<file path="src/rtl/seg_decoder_if.sv">
// ---------------------------------------------------------------------------
// seg_decoder_if
//   Bundles the segment bus seen by the digit checker and its decoded results.
//
//   seg_in       [SEG_SIZE-1:0] raw segment lines (bit 7 = decimal point)
//   digit        [3:0]          last accepted BCD digit
//   digit_valid                 one-cycle pulse on each accepted digit
//   invalid_pat                 one-cycle pulse on an accepted non-digit pattern
//   seq_err                     one-cycle pulse on a broken count sequence
//   locked                      high while the count sequence is being tracked
//   digit_count  [CNT_SIZE-1:0] number of accepted digits, wraps on overflow
//
//   master: drives seg_in, observes results (display side / testbench)
//   slave:  samples seg_in, produces results (seg_decoder)
// ---------------------------------------------------------------------------
interface seg_decoder_if #(
    parameter int SEG_SIZE = 8,
    parameter int CNT_SIZE = 16
);
    logic [SEG_SIZE-1:0] seg_in;
    logic [3:0]          digit;
    logic                digit_valid;
    logic                invalid_pat;
    logic                seq_err;
    logic                locked;
    logic [CNT_SIZE-1:0] digit_count;

    modport master (
        output seg_in,
        input  digit, digit_valid, invalid_pat, seq_err, locked, digit_count
    );

    modport slave (
        input  seg_in,
        output digit, digit_valid, invalid_pat, seq_err, locked, digit_count
    );
endinterface

</file>
<file path="src/rtl/seg_decoder.sv">
// ---------------------------------------------------------------------------
// seg_decoder
//   Receive-side monitor for a common-cathode 7-segment digit bus. Samples the
//   segment lines through a two-flop synchronizer, waits for a pattern to stay
//   put for STABLE_CYCLES samples, decodes it to BCD and checks that accepted
//   digits follow the 0..9 wrap-around count.
//
//   hwclk   system clock, all logic on posedge
//   rst     synchronous, active-high reset
//   bus     seg_decoder_if.slave (seg_in in; digit, digit_valid, invalid_pat,
//           seq_err, locked, digit_count out)
// ---------------------------------------------------------------------------
module seg_decoder #(
    parameter int SEG_SIZE      = 8,
    parameter int STABLE_CYCLES = 4,
    parameter int CNT_SIZE      = 16
) (
    input logic          hwclk,
    input logic          rst,
    seg_decoder_if.slave bus
);

    localparam int            CW         = $clog2(STABLE_CYCLES + 1);
    localparam logic [CW-1:0] STABLE_MAX = CW'(STABLE_CYCLES);
    localparam logic [6:0]    BLANK      = 7'h00;

    typedef enum logic [1:0] {IDLE, FIRST, LOCKED} state_t;

    logic [6:0]          sync1, sync2;
    logic [6:0]          cand, cand_next;
    logic [6:0]          last_pat;
    logic [CW-1:0]       cnt, cnt_next;
    logic                accept;
    logic                dec_valid;
    logic [3:0]          dec_digit;

    state_t              state;
    logic [3:0]          ref_digit;
    logic [3:0]          digit_r;
    logic                digit_valid_r, invalid_pat_r, seq_err_r, locked_r;
    logic [CNT_SIZE-1:0] count_r;

    // The decimal point never takes part in matching or decoding.
    logic unused_dp;
    assign unused_dp = ^bus.seg_in[SEG_SIZE-1:7];

    // Segment pattern (a = bit 6 .. g = bit 0) to {valid, digit}.
    function automatic logic [4:0] decode(input logic [6:0] pat);
        case (pat)
            7'h7E:   decode = {1'b1, 4'd0};
            7'h30:   decode = {1'b1, 4'd1};
            7'h6D:   decode = {1'b1, 4'd2};
            7'h79:   decode = {1'b1, 4'd3};
            7'h33:   decode = {1'b1, 4'd4};
            7'h5B:   decode = {1'b1, 4'd5};
            7'h5F:   decode = {1'b1, 4'd6};
            7'h70:   decode = {1'b1, 4'd7};
            7'h7F:   decode = {1'b1, 4'd8};
            7'h7B:   decode = {1'b1, 4'd9};
            default: decode = {1'b0, 4'd0};
        endcase
    endfunction

    function automatic logic [3:0] succ(input logic [3:0] d);
        succ = (d == 4'd9) ? 4'd0 : d + 4'd1;
    endfunction

    // Stability tracking. Acceptance fires on the sample that brings the count
    // to STABLE_CYCLES, so flags are registered on that same edge. Comparing
    // against the last accepted pattern makes a held pattern fire only once and
    // lets a short glitch back to that pattern pass silently.
    always_comb begin
        // NOTE: every always_comb output gets a default first so no path can
        // leave it unassigned and infer a latch.
        cand_next = cand;
        cnt_next  = cnt;
        if (sync2 != cand) begin
            cand_next = sync2;
            cnt_next  = CW'(1);
        end else if (cnt != STABLE_MAX) begin
            cnt_next = cnt + 1'b1;
        end
        accept = (cnt_next == STABLE_MAX) && (cand_next != last_pat);
        {dec_valid, dec_digit} = decode(cand_next);
    end

    // NOTE: all state below is sequential and uses non-blocking assignments,
    // so every register sees the pre-edge value of every other register.
    always_ff @(posedge hwclk) begin
        if (rst) begin
            sync1         <= '0;
            sync2         <= '0;
            cand          <= '0;
            cnt           <= '0;
            last_pat      <= BLANK;
            state         <= IDLE;
            ref_digit     <= '0;
            digit_r       <= '0;
            digit_valid_r <= 1'b0;
            invalid_pat_r <= 1'b0;
            seq_err_r     <= 1'b0;
            locked_r      <= 1'b0;
            count_r       <= '0;
        end else begin
            sync1         <= bus.seg_in[6:0];
            sync2         <= sync1;
            cand          <= cand_next;
            cnt           <= cnt_next;
            digit_valid_r <= 1'b0;
            invalid_pat_r <= 1'b0;
            seq_err_r     <= 1'b0;

            if (accept) begin
                last_pat <= cand_next;
                // A blank only updates the last-accepted pattern.
                if (cand_next != BLANK) begin
                    if (!dec_valid) begin
                        invalid_pat_r <= 1'b1;
                        state         <= IDLE;
                        locked_r      <= 1'b0;
                    end else begin
                        digit_r       <= dec_digit;
                        digit_valid_r <= 1'b1;
                        count_r       <= count_r + 1'b1;
                        ref_digit     <= dec_digit;
                        case (state)
                            IDLE: begin
                                state    <= FIRST;
                                locked_r <= 1'b0;
                            end
                            FIRST: begin
                                if (dec_digit == succ(ref_digit)) begin
                                    state    <= LOCKED;
                                    locked_r <= 1'b1;
                                end
                            end
                            LOCKED: begin
                                if (dec_digit != succ(ref_digit)) begin
                                    seq_err_r <= 1'b1;
                                    state     <= FIRST;
                                    locked_r  <= 1'b0;
                                end
                            end
                            default: begin
                                state    <= IDLE;
                                locked_r <= 1'b0;
                            end
                        endcase
                    end
                end
            end
        end
    end

    assign bus.digit       = digit_r;
    assign bus.digit_valid = digit_valid_r;
    assign bus.invalid_pat = invalid_pat_r;
    assign bus.seq_err     = seq_err_r;
    assign bus.locked      = locked_r;
    assign bus.digit_count = count_r;

endmodule

</file>
<file path="src/flat_wrapper.sv">
// flat-port wrapper written by rule: the top's interface ports become plain ports
module seg_decoder_flat 
#(
    parameter int SEG_SIZE      = 8,
    parameter int STABLE_CYCLES = 4,
    parameter int CNT_SIZE      = 16
)
  (hwclk, rst, bus_seg_in, bus_digit, bus_digit_valid, bus_invalid_pat, bus_seq_err, bus_locked, bus_digit_count);
  seg_decoder_if #(.SEG_SIZE(SEG_SIZE), .CNT_SIZE(CNT_SIZE)) bus_i ();
  input logic hwclk;
  input logic rst;
  input wire logic [$bits(bus_i.seg_in)-1:0] bus_seg_in;
  output wire logic [$bits(bus_i.digit)-1:0] bus_digit;
  output wire logic [$bits(bus_i.digit_valid)-1:0] bus_digit_valid;
  output wire logic [$bits(bus_i.invalid_pat)-1:0] bus_invalid_pat;
  output wire logic [$bits(bus_i.seq_err)-1:0] bus_seq_err;
  output wire logic [$bits(bus_i.locked)-1:0] bus_locked;
  output wire logic [$bits(bus_i.digit_count)-1:0] bus_digit_count;
  assign bus_i.seg_in = bus_seg_in;
  assign bus_digit = bus_i.digit;
  assign bus_digit_valid = bus_i.digit_valid;
  assign bus_invalid_pat = bus_i.invalid_pat;
  assign bus_seq_err = bus_i.seq_err;
  assign bus_locked = bus_i.locked;
  assign bus_digit_count = bus_i.digit_count;
  seg_decoder #(.SEG_SIZE(SEG_SIZE), .STABLE_CYCLES(STABLE_CYCLES), .CNT_SIZE(CNT_SIZE)) u_core (.hwclk(hwclk), .rst(rst), .bus(bus_i));
endmodule
</file>
<file path="config.mk">
export PLATFORM = sky130hd
export DESIGN_NAME = seg_decoder_flat
export DESIGN_NICKNAME = d
export VERILOG_FILES = /design/src/rtl/seg_decoder_if.sv /design/src/rtl/seg_decoder.sv /design/src/flat_wrapper.sv
export SDC_FILE = /design/constraint.sdc
export NUM_CORES = 1
export LEC_CHECK = 0
export ABC_AREA = 1
export BUFFER_PORTS_ARGS = -buffer_cell sky130_fd_sc_hd__clkbuf_2
export CORE_ASPECT_RATIO = 0.7
export CORE_UTILIZATION = 52
export CTS_CLUSTER_DIAMETER = 50
export CTS_CLUSTER_SIZE = 10
export DETAILED_ROUTE_END_ITERATION = 16
export PLACE_DENSITY = 0.79
export SYNTH_ARGS = -nofsm -noshare
export SYNTH_HDL_FRONTEND = slang
export SYNTH_SLANG_ARGS = --single-unit
</file>
<file path="constraint.sdc">
create_clock -name hwclk -period 1.93 [get_ports hwclk]
set_input_delay 0 -clock hwclk [delete_from_list [all_inputs] [get_ports hwclk]]
set_output_delay 0 -clock hwclk [all_outputs]
set_load 0.02 [all_outputs]
</file>
==> impl_metrics.ini, run 1 <==
[routing]
wl_per_cell_um = 12.81
postRouteAntennaNets = 0
drc = 0
first_pass_iters = 5
viasPerCell = 5.149
vias = 2760
drtIter0Drc = 185
totalWireLength_mm = 6.867

[floorplan]
design.core.area_um2 = 5258
floorplan.die_area_um2 = 5791
placementRows = 22
die_height_um = 63.97
initial_utilization_pct = 54.26
num_io_pins = 34
die_w_um = 90.53

[setup_path]
reg2reg_slack_ns = 0.09
r2r_cells = 11
critical-path-top-delay-family = simple AND/OR/NAND/NOR gates
cp_num_buf_inv = 3
crit_required_ns = 2.19
arrival_ns = 2.10
crit_path_max_incr_delay_ns = 0.35
crit_type = flop to flop
crit_fanout = 8
path_cells = inv_2, ha_2, nand2_4, nor2_1, a21oi_2, nand4_1, nor2_2, buf_6, buf_6, nor2_1, a211oi_1
r2r_end = u_core.last_pat[2]
critical_path.slowest_cell = dfxtp_2
startpoint_type = flop
timing.rr.start = u_core.cnt[0]
end_kind = flop

[power]
swShare_pct = 23.94
p_sw_uw = 636.9
p_clk_share_pct = 48.0
seqPwrFrac_pct = 45.6
leakagePower_uw = 0.001578
max-vdd-ir-drop_v = 0.0005614
intPower_uw = 2024
p_per_area_nw_per_um2 = 738.7
combPwrFrac_pct = 6.4
power.total_uw = 2661

[finish]
final_nets = 472
synthToLayoutAreaGrowth_pct = 26.27
layout-drive-gt1-share_pct = 23.71
insertedDiodeCount = 0

[timing]
fin_setup_tns_ns = 0
max-slew-margin-rel_pct = 70.72
drv_slew = 0
fmax_ghz = 0.5421
hold_violations = 0
finalCritPeriodShare_pct = 95.58
finalClockSkew_ns = 0.008231
setup_viol = 0
rsz0062_at_grt = yes
worstMarginPinSlew_ns = 0.4392
finalHoldWorstSlack_ns = 0.1084
layout_min_cycle_time_ns = 1.845

[yosys]
synth_area_leaders = dfxtp_1 (40%), nand2_1 (10%), nor2_1 (8.4%)
synthArstFlopShare_pct = 0
yosysTopAreaCellShare_pct = 40.00
syn_area_per_cell_um2 = 7.061
ys_ff_latch = 57
synth_cells = 404
syn_nets = 417
synth_enable_flop_cells = 0
ys.flop_type = dfxtp_1
yosysMostFrequentCell = nand2_1
ys.warnings.count = 0
yosysUniqueCellTypes = 28
synth_top_area_cell = dfxtp_1
synth_commonest_cells = nand2_1 (77), nor2_1 (64), dfxtp_1 (57)
yosysSeqAreaShare_pct = 40.00
netlist_area_um2 = 2853

[global_route]
antenna_found_initial = 0
grt_pass1_vias = 2450
grt_max_degree = 30
grt_util_all_layers_pct = 24.32
grt_pass1_wl_mm = 10.98
overflow = 0

[flow_run]
maxCapViolCount = 0

[clocking]
cts_tree = built
htree_levels = 3
cts_buffers = 9
clock_latency_ns = 0.35
cts-root-buf = clkbuf_8
path_clk_slew_ns = 0.07
clock-sinks = 57
clockBufferDepth = 2

[hold_path]
worstHoldEndpoint = u_core.bus.digit_valid
hp-start = rst
hp-class = input port to flop
whs_path_depth = 2

[placement]
hpwl_mm = 4.452
portBuffers = 32
place.gp.congestion = 0.9163

[status]
status = finished clean
==> how the worst max path moves through the flow <==
stage | from | endpoint | slack [ns] | cells after the start
global placement | u_core.sync2[1] | u_core.bus.digit_count[15] | 0.05 | 11
floorplan | u_core.cnt[0] | u_core.bus.digit_count[9] | 0.10 | 11
global route | u_core.sync2[4] | u_core.bus.digit[1] | -0.02 | 13
CTS | u_core.sync2[4] | u_core.bus.digit_count[14] | 0.007 | 11
finish | u_core.cnt[0] | u_core.last_pat[2] | 0.09 | 11
detailed placement | u_core.sync2[1] | u_core.bus.digit_count[13] | -0.02 | 11
==> registers in the layout, indices dropped and copies added (netlist names) <==
register,cells
u_core.bus.invalid_pat,1
u_core.bus.digit_count,16
u_core.sync1,7
u_core.last_pat,7
u_core.sync2,7
u_core.state,2
u_core.bus.digit,4
u_core.cand,7
u_core.bus.locked,1
u_core.bus.seq_err,1
u_core.bus.digit_valid,1
u_core.cnt,3
==> logic make-up after synthesis <==
| family | synth area share [%] |
|---|---|
| AND/OR/NAND/NOR | 33.51 |
| buffers and inverters | 9.956 |
| flip-flops | 40.00 |
| AO/OA/AOI/OAI | 6.929 |
| XOR/XNOR | 8.290 |
| adder cells (fa/ha/maj) | 1.316 |
==> per-layer routing <==
metal	share of wire [%]	vias up	global-route usage, %	routed length (um)
met5	0	-	0	0
met4	2.0	0	9.274	138
met3	6.7	17	8.810	457
met2	44	99	37.97	3038
met1	47	1250	30.75	3233
li1	-	1394	-	-
==> repair_timing <==
action,in CTS,in global routing
resized for setup,5,44
endpoints found under the setup margin,6,33
cloned,0,1
pin swaps,0,8
hold endpoints to repair,7,0
buffers inserted,0,5
hold buffers,7,0
==> through the flow <==
step | utilization, % | area (um^2) | cells | worst slack [ns]
CTS | 65.14 | 3425 | 530 | 0.007156
finish | 68.52 | 3602 | 536 | 0.08531
global placement | 59.26 | 3115 | 507 | 0.04581
floorplan | - | 2853 | 404 | 0.1006
detailed placement | 59.26 | 3115 | 507 | -0.01522
global route | 68.52 | 3602 | 536 | -0.01652
==> area by class of cell <==
type	count	area (um^2)
flip-flops and latches	57	1167
well taps	72	90.09
multi-input cells	283	1531
fillers	412	1655
repair buffers	59	399.1
inverters	49	186.4
clock inverters	6	90.09
clock buffers	10	137.6
==> power by group through the flow <==
stage               logic, uW  clock network, uW  registers (uW)
floorplan                 108                  0            1230
global placement          132                  0            1240
detailed placement        136                  0            1240
CTS                       149               1290            1210
global route              186               1340            1210
finish                    171               1280            1210
==> placed cells by master (no fill, tap or decap), types with 2 or more instances in the layout <==
master,n
dlygate4sd3_1,7
clkbuf_2,32
inv_2,3
xor2_2,2
nand3_1,43
nand2_1,74
a211oi_1,3
nand3_2,2
nor3_1,4
buf_4,15
xor2_1,13
nor2_4,3
dfxtp_4,6
a21oi_1,25
bufinv_16,2
clkbuf_8,10
o21ai_1,2
dfxtp_2,3
nor2_2,10
dfxtp_1,48
ha_1,2
nor3_2,2
inv_1,45
nand4_1,9
o21ai_0,7
xnor2_1,12
nor2_1,56
buf_6,5
nand2_2,3
or2_1,2
Note: power is estimated with default switching activity, not from simulation.
==> inputs of run 2 (changes only) <==
Settings changed: CORE_UTILIZATION 52 to 55, PLACE_DENSITY 0.79 to 0.8, REMOVE_ABC_BUFFERS from default to 1.
Clock period 1.93 ns to 2.3 ns, I/O delays scaled along.
==> run 2 against run 1 <==
Against the previous run: die area down 5.3%; register-to-register slack better by 0.23 ns; setup slack better by 0.23 ns; combinational power down 29%; clock-buffer cell count up 1; cell count down 2.8%; sequential share of layout area up 1.9 points; sequential cell count unchanged; cell area down 7.6%; critical path depth up 3; largest power group is now registers.
==> impl_metrics.ini, run 2 (synthesis results as in run 1) <==
[status]
status = finished clean

[routing]
drtIter0Drc = 224
viasPerCell = 5.096
totalWireLength_mm = 6.223
postRouteAntennaNets = 0
drc = 0
dr_wl_met2_mm = 2.492
wl_met1_mm = 3.232
wl_met3_um = 443
first_pass_iters = 5
vias = 2655
highest_layer = met4
wl_per_cell_um = 11.94

[finish]
layout_commonest_cell = nand2_1
largest_reg_flops = 16
final_cell_mix = nand2_1 (76), nor2_1 (64), dfxtp_1 (55)
insertedDiodeCount = 0
n_fill_cell = 423
final_nets = 460
layout-drive-gt1-share_pct = 15.71
multiInputGateArea_um2 = 1430
ff_latch_area_um2 = 1144
synthToLayoutAreaGrowth_pct = 16.71

[clocking]
clock_latency_ns = 0.34
cts_buffers = 9
clock-sinks = 57
htree_levels = 3
path_clk_slew_ns = 0.07
clockBufferDepth = 2
cts_tree = built
cts-root-buf = clkbuf_8

[floorplan]
floorplan.die_area_um2 = 5483
die_height_um = 62.26
placementRows = 21
die_w_um = 88.08
design.core.area_um2 = 4887
initial_utilization_pct = 58.37
num_io_pins = 34

[timing]
fmax_ghz = 0.5040
drv_slew = 0
finalCritPeriodShare_pct = 86.27
max-slew-margin-rel_pct = 68.07
hold_violations = 0
layout_min_cycle_time_ns = 1.984
fin_setup_tns_ns = 0
worstMarginPinSlew_ns = 0.4790
worst_slack_ns = 0.3159
rsz0062_at_grt = no
finalClockSkew_ns = 0.006871
setup_viol = 0

[setup_path]
crit_fanout = 7
timing.rr.start = u_core.sync2[0]
path_cells = inv_2, nor2_1, nand2_1, nor2_1, nor2_1, inv_1, nor2_1, nand2_2, nand2_1, nor2_1, nand2_1, nand3_1, nand2_1, a21oi_1
reg2reg_slack_ns = 0.32
cp_num_buf_inv = 2
critical_path.slowest_cell = dfxtp_1
end_kind = flop
crit_required_ns = 2.56
startpoint_type = flop
crit_type = flop to flop
arrival_ns = 2.25
critical-path-top-delay-family = simple AND/OR/NAND/NOR gates
cp_common_cell = nor2_1
r2r_end = u_core.bus.locked
crit_path_max_incr_delay_ns = 0.44
r2r_cells = 14

[hold_path]
hp-start = rst
worstHoldEndpoint = u_core.cand[5]
whs_path_depth = 2
hp-class = input port to flop

[placement]
dpl_worst_slack_ns = 0.1898
hpwl_mm = 4.458
portBuffers = 32
place.gp.congestion = 0.9147

[power]
p_per_area_nw_per_um2 = 612.2
leakagePower_uw = 0.001479
max-vdd-ir-drop_v = 0.0004599

[global_route]
grt_max_degree = 22
antenna_found_initial = 0
overflow = 0
grt_pass1_wl_mm = 10.64
grt_pass1_vias = 2372
grt_util_all_layers_pct = 25.44

[flow_run]
maxCapViolCount = 0
[run 2: worst reg2reg max path, delay by kind of cell, from the launching register on]
family / cells / cell delay (ns)
flops: 1 / 0.44
simple gates: 11 / 1.21
compound gates: 1 / 0.13
buf+inv: 2 / 0.14
[run 2: worst max-delay path by stage]
stage	from	to	slack, ns	cells past startpoint
finish	u_core.sync2[0]	u_core.bus.locked	0.32	14
global route	u_core.sync2[6]	u_core.state[1]	0.03	13
CTS	u_core.sync2[5]	u_core.bus.locked	0.17	12
detailed placement	u_core.sync2[5]	u_core.bus.locked	0.19	12
global placement	u_core.sync2[5]	u_core.state[0]	0.28	13
floorplan	u_core.sync2[6]	u_core.state[0]	0.25	13
[run 2: area by class of cell]
cell class | instances | share of cell area (%)
inverter | 49 | 5.524
multi-input combinational | 282 | 42.95
timing repair buffer | 48 | 8.944
sequential | 57 | 34.35
clock inverter | 5 | 1.691
clock buffer | 11 | 3.946
tap | 69 | 2.593
[run 2: what timing repair did]
action	in CTS	in global routing
gates resized for setup	0	3
setup endpoints to repair	0	3
buffers inserted	0	0
hold buffers	7	0
hold endpoints to repair	7	0
[run 2: per-stage QoR]
step | total power [uW] | hold slack, ns | utilization (%) | cell area, um^2 | std cells
final | 2038 | 0.1685 | 68.13 | 3329 | 521
after global placement | 1150 | 0.1924 | 62.75 | 3067 | 498
after global routing | 2128 | 0.1881 | 68.13 | 3329 | 521
after detailed placement | 1153 | 0.1963 | 62.75 | 3067 | 498
after floorplan | 1109 | 0.06907 | - | 2753 | 388
after CTS | 2058 | 0.1539 | 68.02 | 3324 | 521
[run 2: power by group]
group / total, uW / internal (uW) / switching, uW
Clock: 896 / 498 / 397
Sequential: 1020 / 1010 / 14.7
Combinational: 122 / 45.9 / 76.2
Total: 2040 / 1550 / 488
[run 2: layer usage]
layer	track usage, %	vias to the layer above
met2	35.37	90
met3	9.043	6
met5	0	-
met4	7.460	0
met1	36.73	1201
li1	-	1358
==> inputs of run 3 (changes only) <==
Settings changed: CAP_MARGIN from default to 15.
Clock period 2.3 ns to 2.5 ns, I/O delays scaled along.
==> run 3 against run 2 <==
Against the previous run: critical path depth down 6; die area is the same; utilization shrank 0.051 points; fmax is 8.1% lower; combinational power is 14% lower; global-route usage up 0.43 points; sequential share of layout area barely moved; critical path type unchanged; setup slack improved by 0.024 ns.
==> impl_metrics.ini, run 3 (synthesis results as in run 1) <==
[routing]
postRouteAntennaNets = 0
totalWireLength_mm = 6.201
highest_layer = met4
first_pass_iters = 5
wl_met3_um = 359
wl_per_cell_um = 12.02
viasPerCell = 5.023
vias = 2592
drc = 0
dr_wl_met2_mm = 2.667
drtIter0Drc = 197
wl_met1_mm = 3.134

[timing]
finalCritPeriodShare_pct = 86.38
finalClockSkew_ns = 0.01141
rsz0062_at_grt = no
worst_slack_ns = 0.3404
worstMarginPinSlew_ns = 0.6199
hold_violations = 0
setup_viol = 0
fmax_ghz = 0.4630
drv_slew = 0
max-slew-margin-rel_pct = 58.67
fin_setup_tns_ns = 0
layout_min_cycle_time_ns = 2.160

[power]
max-vdd-ir-drop_v = 0.0006761
leakagePower_uw = 0.001473
p_per_area_nw_per_um2 = 608.7

[clocking]
ctsResizeCount = 0
cts-root-buf = clkbuf_8
post-cts-setup-buffers = 0
postCtsHoldBufs = 7
cts_tree = built
clock-sinks = 57
cts_buffers = 9
path_clk_slew_ns = 0.07
clockBufferDepth = 2
clock_latency_ns = 0.34
htree_levels = 3

[finish]
largest_reg_flops = 16
fin_util_pct = 68.07
final_cell_mix = nand2_1 (77), nor2_1 (64), dfxtp_1 (57)
layout_commonest_cell = nand2_1
insertedDiodeCount = 0
n_fill_cell = 421
synthToLayoutAreaGrowth_pct = 16.62
layout-drive-gt1-share_pct = 14.54
final_nets = 455

[setup_path]
crit_required_ns = 2.69
crit_type = flop to flop
startpoint_type = flop
end_kind = flop
critical_path.slowest_cell = dfxtp_1
crit_fanout = 8
path_cells = xnor2_1, nand3_1, nor2_4, nand4_1, nor3_1, nand3_1, nand2_1, a21oi_1
arrival_ns = 2.35
cp_common_cell = nand3_1
crit_path_max_incr_delay_ns = 0.52

[flow_run]
maxCapViolCount = 0

[global_route]
grt_pass1_vias = 2423
grt_max_degree = 28
grt_util_all_layers_pct = 25.87
overflow = 0
grt_pass1_wl_mm = 10.86
antenna_found_initial = 0

[floorplan]
design.core.area_um2 = 4887
die_w_um = 88.08
floorplan.die_area_um2 = 5483
num_io_pins = 34
die_height_um = 62.26
initial_utilization_pct = 58.37
placementRows = 21

[hold_path]
hp-class = input port to flop

[placement]
dpl_worst_slack_ns = 0.3839
portBuffers = 32
hpwl_mm = 4.327
place.gp.congestion = 0.8899

[status]
status = finished clean
## run 3: cell types whose count changed in the layout (fill, tap and decap cells not counted), sizes merged
cell / before / now
buf: 9 / 4
bufinv: 1 / 2
clkbuf: 43 / 42
clkinv: 3 / 2
inv: 49 / 50
## run 3: path summary, 6_finish.rpt
kind,to,cells past startpoint,startpoint,slack (ns)
worst max register to register,u_core.bus.locked,8,u_core.sync2[5],0.34
worst min-delay path,u_core.sync2[3],2,rst,0.26
worst max-delay path,u_core.bus.locked,8,u_core.sync2[5],0.34
worst min register to register,u_core.sync2[5],2,u_core.sync1[5],0.40
## run 3: cell type report
| cell class | count | area (um^2) | share of cell area [%] |
|---|---|---|---|
| flip-flops and latches | 57 | 1141 | 34.30 |
| clock buffers | 10 | 137.6 | 4.137 |
| repair buffers | 43 | 260.3 | 7.823 |
| inverters | 49 | 183.9 | 5.528 |
| clock inverters | 6 | 90.09 | 2.708 |
| multi-input cells | 282 | 1428 | 42.91 |
| well taps | 69 | 86.33 | 2.595 |
## run 3: worst max-delay path, delay by kind of cell, from the launching register on
kind	cells	cell delay, ns
flops	1	0.52
simple gates	6	1.27
xor+xnor	1	0.17
compound gates	1	0.06
## run 3: layer usage
layer / GRT usage, % / up-vias
li1: - / 1354
met1: 34.84 / 1146
met2: 39.53 / 88
met3: 7.979 / 4
met4: 8.065 / 0
met5: 0 / -
## run 3: metrics by stage
stage	std cells	cell area, um^2	hold slack [ns]	power, uW
floorplan	388	2753	0.06907	1020
global placement	493	3029	0.1912	1053
detailed placement	493	3029	0.1957	1056
CTS	516	3327	0.2371	2048
global route	516	3327	0.2799	2104
finish	516	3327	0.2628	2025
## run 3: power breakdown
group,switching [uW],internal [uW],total [uW],leakage [uW]
clock,389,591,980,0.000113
sequential,15.0,925,940,0.000463
combinational,66.7,38.7,105,0.000897
